## config.mk

```make
export PLATFORM = sky130hd
export DESIGN_NAME = writeback_stage_flat
export DESIGN_NICKNAME = d
export VERILOG_FILES = /design/src/rtl/writeback_stage_if.sv /design/src/rtl/writeback_stage.sv /design/src/flat_wrapper.sv
export SDC_FILE = /design/constraint.sdc
export NUM_CORES = 1
export LEC_CHECK = 0
export ABC_AREA = 1
export CAP_MARGIN = 10
export CORE_MARGIN = 1
export CORE_UTILIZATION = 41
export CTS_CLUSTER_SIZE = 10
export DETAILED_ROUTE_END_ITERATION = 12
export HOLD_SLACK_MARGIN = 0.02
export PLACE_DENSITY = 0.92
export SLEW_MARGIN = 20
export SYNTH_ARGS = -nofsm -noshare
export SYNTH_HDL_FRONTEND = slang
export SYNTH_SLANG_ARGS = --single-unit
export TNS_END_PERCENT = 30
```

## constraint.sdc

```tcl
create_clock -name clk -period 1.7 [get_ports clk]
set_input_delay 0.255 -clock clk [delete_from_list [all_inputs] [get_ports clk]]
set_output_delay 0.255 -clock clk [all_outputs]
set_load 0.005 [all_outputs]
```

## src/rtl/writeback_stage_if.sv

```systemverilog
// MEM/WB pipeline bundle plus register-file write port, bypass and error outputs.
// The retire_cnt member exists only when WB_RETIRE_CNT_EN is defined.
interface writeback_stage_if;
  logic [1:0]  WB_ctlwb;
  logic [31:0] WB_rdata;
  logic [31:0] WB_alu_out;
  logic [4:0]  WB_rd;
  logic [1:0]  WB_ldsize;
  logic        WB_ldsigned;
  logic        err_clr;
  logic        WB_wen;
  logic [31:0] WB_wdata;
  logic [4:0]  WB_wrd;
  logic        FWD_valid;
  logic [4:0]  FWD_rd;
  logic [31:0] FWD_data;
  logic        WB_misalign;
  logic        err_sticky;
`ifdef WB_RETIRE_CNT_EN
  logic [31:0] retire_cnt;
`endif

  modport master (
    output WB_ctlwb, WB_rdata, WB_alu_out, WB_rd, WB_ldsize, WB_ldsigned, err_clr,
    input  WB_wen, WB_wdata, WB_wrd, FWD_valid, FWD_rd, FWD_data, WB_misalign, err_sticky
`ifdef WB_RETIRE_CNT_EN
    , input retire_cnt
`endif
  );

  modport slave (
    input  WB_ctlwb, WB_rdata, WB_alu_out, WB_rd, WB_ldsize, WB_ldsigned, err_clr,
    output WB_wen, WB_wdata, WB_wrd, FWD_valid, FWD_rd, FWD_data, WB_misalign, err_sticky
`ifdef WB_RETIRE_CNT_EN
    , output retire_cnt
`endif
  );
endinterface

```

## src/rtl/writeback_stage.sv

```systemverilog
// MIPS writeback stage: big-endian load alignment/extension, regfile write port,
// one-entry bypass register, sticky misalign flag. WB_RETIRE_CNT_EN adds a retire counter.
module writeback_stage (
  input logic              clk,
  input logic              rst,
  writeback_stage_if.slave wb
);

  logic        reg_write;
  logic        mem_to_reg;
  logic [1:0]  off;
  logic [7:0]  ld_byte;
  logic [15:0] ld_half;
  logic [31:0] ld_data;
  logic [31:0] wdata;
  logic        is_half;
  logic        is_word;
  logic        misalign;
  logic        commit;

  logic        fwd_valid_q;
  logic [4:0]  fwd_rd_q;
  logic [31:0] fwd_data_q;
  logic        err_q;

  assign reg_write  = wb.WB_ctlwb[1];
  assign mem_to_reg = wb.WB_ctlwb[0];
  assign off        = wb.WB_alu_out[1:0];
  assign is_half    = (wb.WB_ldsize == 2'b01);
  assign is_word    = (wb.WB_ldsize == 2'b00) || (wb.WB_ldsize == 2'b11);

  // Big-endian: offset 0 addresses the most significant byte of the word
  always_comb begin
    ld_byte = 8'h00;
    case (off)
      2'd0: ld_byte = wb.WB_rdata[31:24];
      2'd1: ld_byte = wb.WB_rdata[23:16];
      2'd2: ld_byte = wb.WB_rdata[15:8];
      2'd3: ld_byte = wb.WB_rdata[7:0];
      default: ld_byte = 8'h00;
    endcase
  end

  assign ld_half = off[1] ? wb.WB_rdata[15:0] : wb.WB_rdata[31:16];

  always_comb begin
    ld_data = wb.WB_rdata;
    if (wb.WB_ldsize == 2'b10) begin
      ld_data = wb.WB_ldsigned ? {{24{ld_byte[7]}}, ld_byte} : {24'h000000, ld_byte};
    end else if (is_half) begin
      ld_data = wb.WB_ldsigned ? {{16{ld_half[15]}}, ld_half} : {16'h0000, ld_half};
    end
  end

  assign wdata    = mem_to_reg ? ld_data : wb.WB_alu_out;
  assign misalign = reg_write & mem_to_reg &
                    ((is_half & off[0]) | (is_word & (off != 2'b00)));
  assign commit   = reg_write & ~misalign & (wb.WB_rd != 5'd0);

  assign wb.WB_wen      = commit;
  assign wb.WB_wdata    = wdata;
  assign wb.WB_wrd      = wb.WB_rd;
  assign wb.WB_misalign = misalign;

  always_ff @(posedge clk or posedge rst) begin
    if (rst) begin
      fwd_valid_q <= 1'b0;
      fwd_rd_q    <= 5'd0;
      fwd_data_q  <= 32'h0;
      err_q       <= 1'b0;
    end else begin
      fwd_valid_q <= commit;
      if (commit) begin
        fwd_rd_q   <= wb.WB_rd;
        fwd_data_q <= wdata;
      end
      // A new misalign outranks a clear issued in the same cycle
      if (misalign) begin
        err_q <= 1'b1;
      end else if (wb.err_clr) begin
        err_q <= 1'b0;
      end
    end
  end

  assign wb.FWD_valid  = fwd_valid_q;
  assign wb.FWD_rd     = fwd_rd_q;
  assign wb.FWD_data   = fwd_data_q;
  assign wb.err_sticky = err_q;

`ifdef WB_RETIRE_CNT_EN
  logic [31:0] retire_q;

  always_ff @(posedge clk or posedge rst) begin
    if (rst) begin
      retire_q <= 32'h0;
    end else if (commit) begin
      retire_q <= retire_q + 32'd1;
    end
  end

  assign wb.retire_cnt = retire_q;
`endif

endmodule

```

## src/flat_wrapper.sv

```systemverilog
// flat-port wrapper written by rule: the top's interface ports become plain ports
module writeback_stage_flat 
  (clk, rst, wb_WB_ctlwb, wb_WB_rdata, wb_WB_alu_out, wb_WB_rd, wb_WB_ldsize, wb_WB_ldsigned, wb_err_clr, wb_WB_wen, wb_WB_wdata, wb_WB_wrd, wb_FWD_valid, wb_FWD_rd, wb_FWD_data, wb_WB_misalign, wb_err_sticky);
  writeback_stage_if wb_i ();
  input logic clk;
  input logic rst;
  input wire logic [$bits(wb_i.WB_ctlwb)-1:0] wb_WB_ctlwb;
  input wire logic [$bits(wb_i.WB_rdata)-1:0] wb_WB_rdata;
  input wire logic [$bits(wb_i.WB_alu_out)-1:0] wb_WB_alu_out;
  input wire logic [$bits(wb_i.WB_rd)-1:0] wb_WB_rd;
  input wire logic [$bits(wb_i.WB_ldsize)-1:0] wb_WB_ldsize;
  input wire logic [$bits(wb_i.WB_ldsigned)-1:0] wb_WB_ldsigned;
  input wire logic [$bits(wb_i.err_clr)-1:0] wb_err_clr;
  output wire logic [$bits(wb_i.WB_wen)-1:0] wb_WB_wen;
  output wire logic [$bits(wb_i.WB_wdata)-1:0] wb_WB_wdata;
  output wire logic [$bits(wb_i.WB_wrd)-1:0] wb_WB_wrd;
  output wire logic [$bits(wb_i.FWD_valid)-1:0] wb_FWD_valid;
  output wire logic [$bits(wb_i.FWD_rd)-1:0] wb_FWD_rd;
  output wire logic [$bits(wb_i.FWD_data)-1:0] wb_FWD_data;
  output wire logic [$bits(wb_i.WB_misalign)-1:0] wb_WB_misalign;
  output wire logic [$bits(wb_i.err_sticky)-1:0] wb_err_sticky;
  assign wb_i.WB_ctlwb = wb_WB_ctlwb;
  assign wb_i.WB_rdata = wb_WB_rdata;
  assign wb_i.WB_alu_out = wb_WB_alu_out;
  assign wb_i.WB_rd = wb_WB_rd;
  assign wb_i.WB_ldsize = wb_WB_ldsize;
  assign wb_i.WB_ldsigned = wb_WB_ldsigned;
  assign wb_i.err_clr = wb_err_clr;
  assign wb_WB_wen = wb_i.WB_wen;
  assign wb_WB_wdata = wb_i.WB_wdata;
  assign wb_WB_wrd = wb_i.WB_wrd;
  assign wb_FWD_valid = wb_i.FWD_valid;
  assign wb_FWD_rd = wb_i.FWD_rd;
  assign wb_FWD_data = wb_i.FWD_data;
  assign wb_WB_misalign = wb_i.WB_misalign;
  assign wb_err_sticky = wb_i.err_sticky;
  writeback_stage u_core (.clk(clk), .rst(rst), .wb(wb_i));
endmodule
```

# After elaboration in Yosys (flattened, before gate mapping)
# Cells that the tools add are included.
[classes] n_eq_ne=6 mux=9 bitwise_logic=8 n_reduce_logical=6
[op_table] operator="32-bit 2-to-1 mux" count=5
[op_table] operator="8-bit one-hot mux with 4 select lines" count=1
[op_table] operator="16-bit 2-to-1 mux" count=1
[op_table] operator="2-bit equality test, second input constant" count=4
[op_table] operator="1-bit AND" count=6
[op_table] operator="5-bit nonzero test" count=1
[op_table] operator="2-bit by 1-bit equality test with 1-bit output, second input constant" count=2
[op_table] operator="2-bit logical NOT" count=2
[op_table] operator="2-bit nonzero test" count=2
[op_table] operator="1-bit 2-to-1 mux" count=2
[op_table] operator="1-bit logical OR" count=1
[op_table] operator="1-bit inverter" count=1
[op_table] operator="1-bit bitwise OR" count=1
[word_totals] reg_bits=39 output_inout_bits=78 wordCells=33

# Depth between registers and ports, before layout
# Gate-level depths: netlist of the first run.
[depth] depth_word=8 depth_mapped=12 depth_no_buf=10

# Least setup slack after synthesis of the first run
# OpenSTA, ideal clock, no wires.
[synth_timing] kind="input port to output port" startpoint="input wb_WB_ldsize[0]" endpoint="output wb_WB_wdata[7]" arrival_time_ns=1.431 setup_slack_ns=0.014 stages=9 n_path_buf=2 path_cell_list="inv_1 > ha_1 > inv_1 > buf_2 > buf_1 > o211ai_1 > nand2_1 > inv_1 > a21boi_0"
[synth_between] elab_chain_len=4
[synth_rtl] element="start: declaration" line="flat_wrapper.sv:11" rtl="input wire logic [$bits(wb_i.WB_ldsize)-1:0] wb_WB_ldsize;"
[synth_rtl] element="2-bit by 1-bit equality test with 1-bit output" line="writeback_stage.sv:29" rtl="assign is_half = (wb.WB_ldsize == 2'b01);"
[synth_rtl] element="32-bit 2-to-1 mux" line="writeback_stage.sv:50" rtl="end else if (is_half) begin"
[synth_rtl] element="32-bit 2-to-1 mux (*)" line="writeback_stage.sv:48" rtl="if (wb.WB_ldsize == 2'b10) begin"
[synth_rtl] element="32-bit 2-to-1 mux (*)" line="writeback_stage.sv:55" rtl="assign wdata = mem_to_reg ? ld_data : wb.WB_alu_out;"
[synth_rtl] element="end: declaration" line="flat_wrapper.sv:15" rtl="output wire logic [$bits(wb_i.WB_wdata)-1:0] wb_WB_wdata;"
# Every way passes the cells marked *; elsewhere a longest branch is shown, timed or not.

# Worst setup path in the final report of the first run
[layout_timing] startpoint="input wb_WB_ldsize[0]" endpoint="output wb_WB_wdata[25]"
# The elaborated chain is that of the path after synthesis.

==> results by group, run 1 <==
Outcome
  • Run status: complete, but fails checks
  • Violations in the final reports: setup timing

Die
  • Core region area: 7214 um^2
  • Die Height: 88.33 um
  • Overall die area: 7801 um^2
  • Count of standard-cell rows: 31
  • Top-level I/O count: 155
  • Die X: 88.33 um
  • Initial core utilization: 42.35%

Placed design
  • Instance count after placement with tap cells included: between 700 and 800
  • Placement-stage worst setup slack: -0.8930 ns
  • Post-detail-place hpwl: a little under 9000 um
  • Gpl congestion: ~1
  • Buffers on Ports: 154

STA
  • Max transition margin: 76.81%
  • Number of endpoints with negative hold slack in the final report: 0
  • Pin slew with the least headroom to its limit: 0.3463 ns
  • Final total negative setup slack: -0.1527 ns
  • Slew Limit Fails: 0
  • Number of setup violations in the final report: 12
  • Slack of the critical path: -0.03133 ns
  • Final critical delay including setup and external delays: 1.731 ns
  • Period utilisation layout: 101.8%
  • Maximum clock frequency: 0.5776 GHz
  • RSZ-0062 raised after global routing: true
  • Worst-case clock skew: 0 ns

Cells and area
  • Area of combinational cells with multiple inputs: between 2000 and 2500 um^2
  • Final core area utilization: around 80%
  • Area delta synth->final: 88.00%
  • Area of all sequential standard cells: 975.9 um^2
  • Non-filler cells, final: 792
  • Share of post-route cells with drive strength above 1: 34.78%
  • Most frequent standard cell in the layout excluding fill and tap cells: nand2_1
  • Commonest cells after routing, fill and taps aside: nand2_1, clkdlybuf4s50_1, buf_4
  • # fillers: 504
  • Diodes inserted: 0
  • Number of nets in the final layout: 771

Yosys
  • Top cells by area, synth: dfrtp_1, nand2_1, nand3_1, inv_1, or2_2
  • Post-synth net total: 561
  • Register bit count reported by yosys: 39
  • Syn. warnings: 0
  • Number of standard cells after synthesis: 482
  • Cell type with the highest aggregate area in the netlist: dfrtp_1
  • Count of different cell masters after synthesis: 27
  • Sequential share of the synthesized area: 31.94%
  • Cell Area, Synth: between 3000 and 4000 um^2
  • Syn Area/Cell: 6.339 um^2
  • Top cell type's share of synthesized area: between 30% and 40%

Global routing
  • GRT Residual Overflow: 0
  • Met2 Resource Use GR: 58.46%
  • Global-route layer with the greatest usage: met2
  • Via count of the first global-routing pass: 4043
  • Global-route met3 utilization: 6.716%
  • Largest net degree at the start of global routing: 40
  • Met1 global-route usage: a little under two fifths
  • Initial antenna violation count: 0
  • Total track usage: between 30% and 40%
  • Wire length of the first global-routing pass: 19350 um

Routing
  • Routed WL per cell: 16.28 um
  • DRT Wirelength: 12900 um
  • Antenna-violating nets left: 0
  • Post-detailed-route via-to-cell ratio: 5.174
  • First-pass iteration count of the detailed router: 5
  • Initial DRC Count: approximately 320
  • Count of vias placed by the detailed router: 4098
  • Residual DRC: 0

Critical path
  • Worst reg2reg path endpoint: u_core.wb.err_sticky
  • Reg-to-reg startpoint: u_core.wb.err_sticky
  • Critical path arrival: 1.48 ns
  • Reg2Reg Setup Slack: between 1 and 1.5 ns
  • Path depth of the worst reg2reg path: 2
  • Critical setup path kind: primary input to primary output
  • Peak fanout along the critical path: 5
  • Critical Path End Type: primary output
  • Startpoint Class: primary input
  • Required time reported for the critical path endpoint: 1.44 ns

CTS
  • Clock-pin slew on the worst setup and hold paths: 0.09 ns
  • Clock sink count: 39
  • Library cell used as clock root buffer: clkbuf_8
  • Insertion delay to the later sink of the worst-skew pair: 0.30 ns
  • Number of H-tree levels: 2
  • Maximum clock insertion buffer count: 2
  • Clock tree from TritonCTS: done
  • Number of CTS-inserted buffers: 5
  • Hold buffer count at CTS: 0

Power and ir drop
  • Total power density per cell area: 588.4 nW/um^2
  • Static leakage power: 2.904 nW
  • Power consumption: 3.380 mW
  • Worst vdd rail ir drop: 434.7 uV

Run
  • Max cap viols: 0

Min path
  • Class of the tightest hold or removal check: primary input to async pin
==> report_power, final <==
group          internal (mW)  leakage [nW]  total, mW  switching [mW]
sequential              1.06         0.476       1.14          0.0810
clock                  0.288        0.0412      0.664           0.376
combinational          0.880          2.39       1.57           0.694
==> state kept, by name, summed over array words and instances (netlist names) <==
register	cells
u_core.wb.FWD_valid	1
u_core.wb.FWD_data	32
u_core.wb.FWD_rd	5
u_core.wb.err_sticky	1
==> routing by layer <==
metal,vias up,share of wire (%)
met5,-,0
li1,1938,-
met1,1907,39
met4,0,2.7
met3,38,7.9
met2,215,50
==> worst max-delay path by stage <==
stage          depth (start not counted)  slack (ns)              from               to
6_report                              11       -0.03   wb_WB_ldsize[0]  wb_WB_wdata[25]
5_1_grt                               11       -0.07  wb_WB_alu_out[0]  wb_WB_wdata[30]
4_1_cts                               12       -0.08   wb_WB_ldsize[0]  wb_WB_wdata[22]
3_5_place_dp                          11       -0.89  wb_WB_alu_out[1]  wb_WB_wdata[19]
3_3_place_gp                          10       -0.88  wb_WB_alu_out[1]   wb_WB_wdata[1]
2_1_floorplan                          9        0.01   wb_WB_ldsize[0]   wb_WB_wdata[7]
==> critical path: stages <==
cell,delay (ns)
buf_8,0.10
inv_4,0.06
ha_4,0.15
inv_6,0.04
a21oi_4,0.14
nand3_4,0.11
buf_6,0.14
buf_12,0.13
nand3_2,0.08
and2_4,0.14
buf_2,0.11
==> cells in the mapped netlist, drive strengths merged <==
cell      n
nand3    63
nand4     1
dfrtp    39
nor4      1
a21oi    16
or2      22
inv      45
buf      24
a21boi    6
and2     18
nor2     21
o211ai   13
clkbuf    6
ha        2
clkinv    2
o21ai    17
nand2   186
==> per-stage QoR <==
stage	hold WS (ns)	instance area (um^2)
6_report	0.2679	5744
2_1_floorplan	0.3622	3055
5_1_grt	0.2987	5744
4_1_cts	0.2756	5538
3_3_place_gp	0.4572	5022
3_5_place_dp	0.4654	5022
==> what timing repair did <==
item	CTS	global route
buffers inserted	17	8
setup endpoints to repair	72	33
pin swaps	33	30
gates resized for setup	252	87
cloned	4	0
==> layout make-up <==
| cell class | instances | share of cell area, % |
|---|---|---|
| clock buffer | 6 | 1.263 |
| clock inverter | 2 | 0.2178 |
| inverter | 47 | 3.659 |
| multi-input combinational | 367 | 37.46 |
| sequential | 39 | 16.99 |
| tap | 99 | 2.156 |
| timing repair buffer | 232 | 38.25 |
==> cells by family (layout without fill, tap and decap cells) <==
logic type / after synthesis / count (layout) / synth area share [%]
AO/OA/AOI/OAI: 52 / 52 / 10.24
AND/OR/NAND/NOR: 312 / 313 / 45.37
adder cells (fa/ha/maj): 2 / 2 / 0.8189
flip-flops: 39 / 39 / 31.94
buffers and inverters: 77 / 287 / 11.63
Note: power is estimated with default switching activity, not from simulation.
==> run 2: changes to the inputs <==
CORE_UTILIZATION = 37   (was 41)
PLACE_DENSITY = 0.88   (was 0.92)
clock period = 1.4 ns   (was 1.7 ns; I/O delays follow)
==> results by group, run 2 (synthesis results as in run 1) <==
Cells and area
  • Number of nets in the final layout: 790
  • Most frequent standard cell in the layout excluding fill and tap cells: nand2_1
  • Design Area, Final: 6142 um^2
  • # fillers: between 500 and 600
  • Area delta synth->final: 101.0%
  • Share of post-route cells with drive strength above 1: 41.43%
  • Number of flip-flops in the largest register: 32
  • Commonest cells after routing, fill and taps aside: nand2_1, buf_4, clkdlybuf4s50_1

Die
  • Top-level I/O count: 155
  • Core region area: 7848 um^2
  • Initial core utilization: just under 40%
  • Overall die area: 8626 um^2
  • Die Height: 92.88 um
  • Count of standard-cell rows: 32
  • Die X: 92.88 um

CTS
  • Library cell used as clock root buffer: clkbuf_8
  • Insertion delay to the later sink of the worst-skew pair: 0.30 ns
  • Number of CTS-inserted buffers: 5
  • Clock tree from TritonCTS: done
  • Clock-pin slew on the worst setup and hold paths: approximately 0.09 ns
  • Clock sink count: 39
  • Hold buffer count at CTS: 0
  • Maximum clock insertion buffer count: 2
  • Number of H-tree levels: 2

Global routing
  • Wire length of the first global-routing pass: just over 20000 um
  • GRT Residual Overflow: 0
  • Largest net degree at the start of global routing: 40
  • Total track usage: 30.51%
  • Via count of the first global-routing pass: 4229
  • Initial antenna violation count: 0

Routing
  • Count of vias placed by the detailed router: 4317
  • Post-detailed-route via-to-cell ratio: about 5.3
  • Residual DRC: 0
  • Routed WL per cell: 17.81 um
  • Initial DRC Count: 251
  • Antenna-violating nets left: 0
  • First-pass iteration count of the detailed router: 5
  • DRT Wirelength: 14520 um

Power and ir drop
  • Worst vdd rail ir drop: 411.6 uV
  • Total power density per cell area: 684.5 nW/um^2
  • Static leakage power: roughly 3.4 nW

Critical path
  • Worst reg2reg path endpoint: u_core.wb.err_sticky
  • Critical Path End Type: primary output
  • Critical path arrival: about 1.5 ns
  • Timing startpoint of the critical path: wb_WB_rdata[27]
  • Reg2Reg Setup Slack: 0.74 ns
  • Path depth of the worst reg2reg path: 2
  • Peak fanout along the critical path: 2
  • Required time reported for the critical path endpoint: about 1.2 ns
  • Reg-to-reg startpoint: u_core.wb.err_sticky
  • Critical setup path kind: primary input to primary output
  • Startpoint Class: primary input

STA
  • Number of endpoints with negative hold slack in the final report: 0
  • Worst-case clock skew: 0 ns
  • Slew Limit Fails: 0
  • RSZ-0062 raised after global routing: true
  • Number of setup violations in the final report: 71
  • Final hold slack: 0.2452 ns
  • Final critical delay including setup and external delays: 1.711 ns
  • Maximum clock frequency: 0.5843 GHz
  • Pin slew with the least headroom to its limit: approximately 0.34 ns
  • Slack of the critical path: -0.3114 ns
  • Period utilisation layout: 122.2%
  • Max transition margin: between 70% and 80%

Outcome
  • Violations in the final reports: setup timing
  • Run status: complete, but fails checks

Placed design
  • Gpl congestion: ~0.89
  • Buffers on Ports: 154
  • Placement-stage worst setup slack: -1.066 ns
  • Cell area reported after detailed placement: 4972 um^2
  • Post-detail-place hpwl: 8835 um

Min path
  • Class of the tightest hold or removal check: primary input to async pin

Run
  • Max cap viols: 0
-- run 2: metrics by stage --
stage	setup TNS, ns	instances	power [mW]	util [%]
floorplan	-0.6801	482	2.027	-
global placement	-72.57	755	3.017	63.36
detailed placement	-73.92	755	3.054	63.36
CTS	-9.515	807	4.026	72.66
global route	-14.83	814	4.435	78.24
finish	-10.21	815	4.204	78.27
-- run 2: cell type report --
cell class / instances / area, um^2 / share of cell area (%)
Timing Repair Buffer: 251 / 2484 / 40.44
Multi-Input combinational cell: 366 / 2232 / 36.34
Sequential cell: 39 / 975.9 / 15.89
Inverter: 47 / 224.0 / 3.646
Tap cell: 102 / 127.6 / 2.078
Clock buffer: 6 / 72.57 / 1.182
Clock inverter: 2 / 12.51 / 0.2037
Timing Repair inverter: 1 / 11.26 / 0.1833
Antenna cell: 1 / 2.502 / 0.04074
-- run 2: worst max path at each step --
stage	endpoint	slack (ns)	depth (start not counted)
after CTS	wb_WB_wdata[31]	-0.23	11
after global placement	wb_WB_wdata[5]	-1.04	10
after global routing	wb_WB_wdata[4]	-0.32	10
after detailed placement	wb_WB_wdata[0]	-1.07	11
after floorplan	u_core.wb.FWD_data[20]	-0.06	12
final	wb_WB_wdata[11]	-0.31	7
-- run 2: worst max-delay path, stage by stage --
cell             delay (ns)
clkdlybuf4s50_1        0.54
inv_1                  0.10
nand2_2                0.09
o211ai_1               0.10
buf_4                  0.17
a21oi_2                0.15
buf_2                  0.13
-- run 2: power breakdown --
| part | switching [mW] | leakage (nW) | total (mW) | internal (mW) |
|---|---|---|---|---|
| clock | 0.456 | 0.0412 | 0.806 | 0.350 |
| combinational | 0.922 | 2.86 | 2.02 | 1.10 |
| sequential | 0.0910 | 0.476 | 1.38 | 1.29 |
| total | 1.47 | 3.37 | 4.20 | 2.74 |
-- run 2: layer usage --
layer	vias up	routed length (um)	track usage, %
met4	0	563	6.282
met2	263	7150	54.29
met5	-	0	0
li1	1980	-	-
met1	2021	5600	38.80
met3	53	1202	4.680
-- run 2: repair_timing --
action | CTS | global route
cloned | 3 | 0
setup buffers | 41 | 7
pin swaps | 55 | 58
endpoints found under the setup margin | 81 | 99
gates resized for setup | 306 | 134
==> run 3: changes to the inputs <==
CAP_MARGIN = 5   (was 10)
CTS_CLUSTER_SIZE = 24   (was 10)
==> results of run 3 <==
Same layout as run 2: the final DEF is identical, and so are final timing and power.
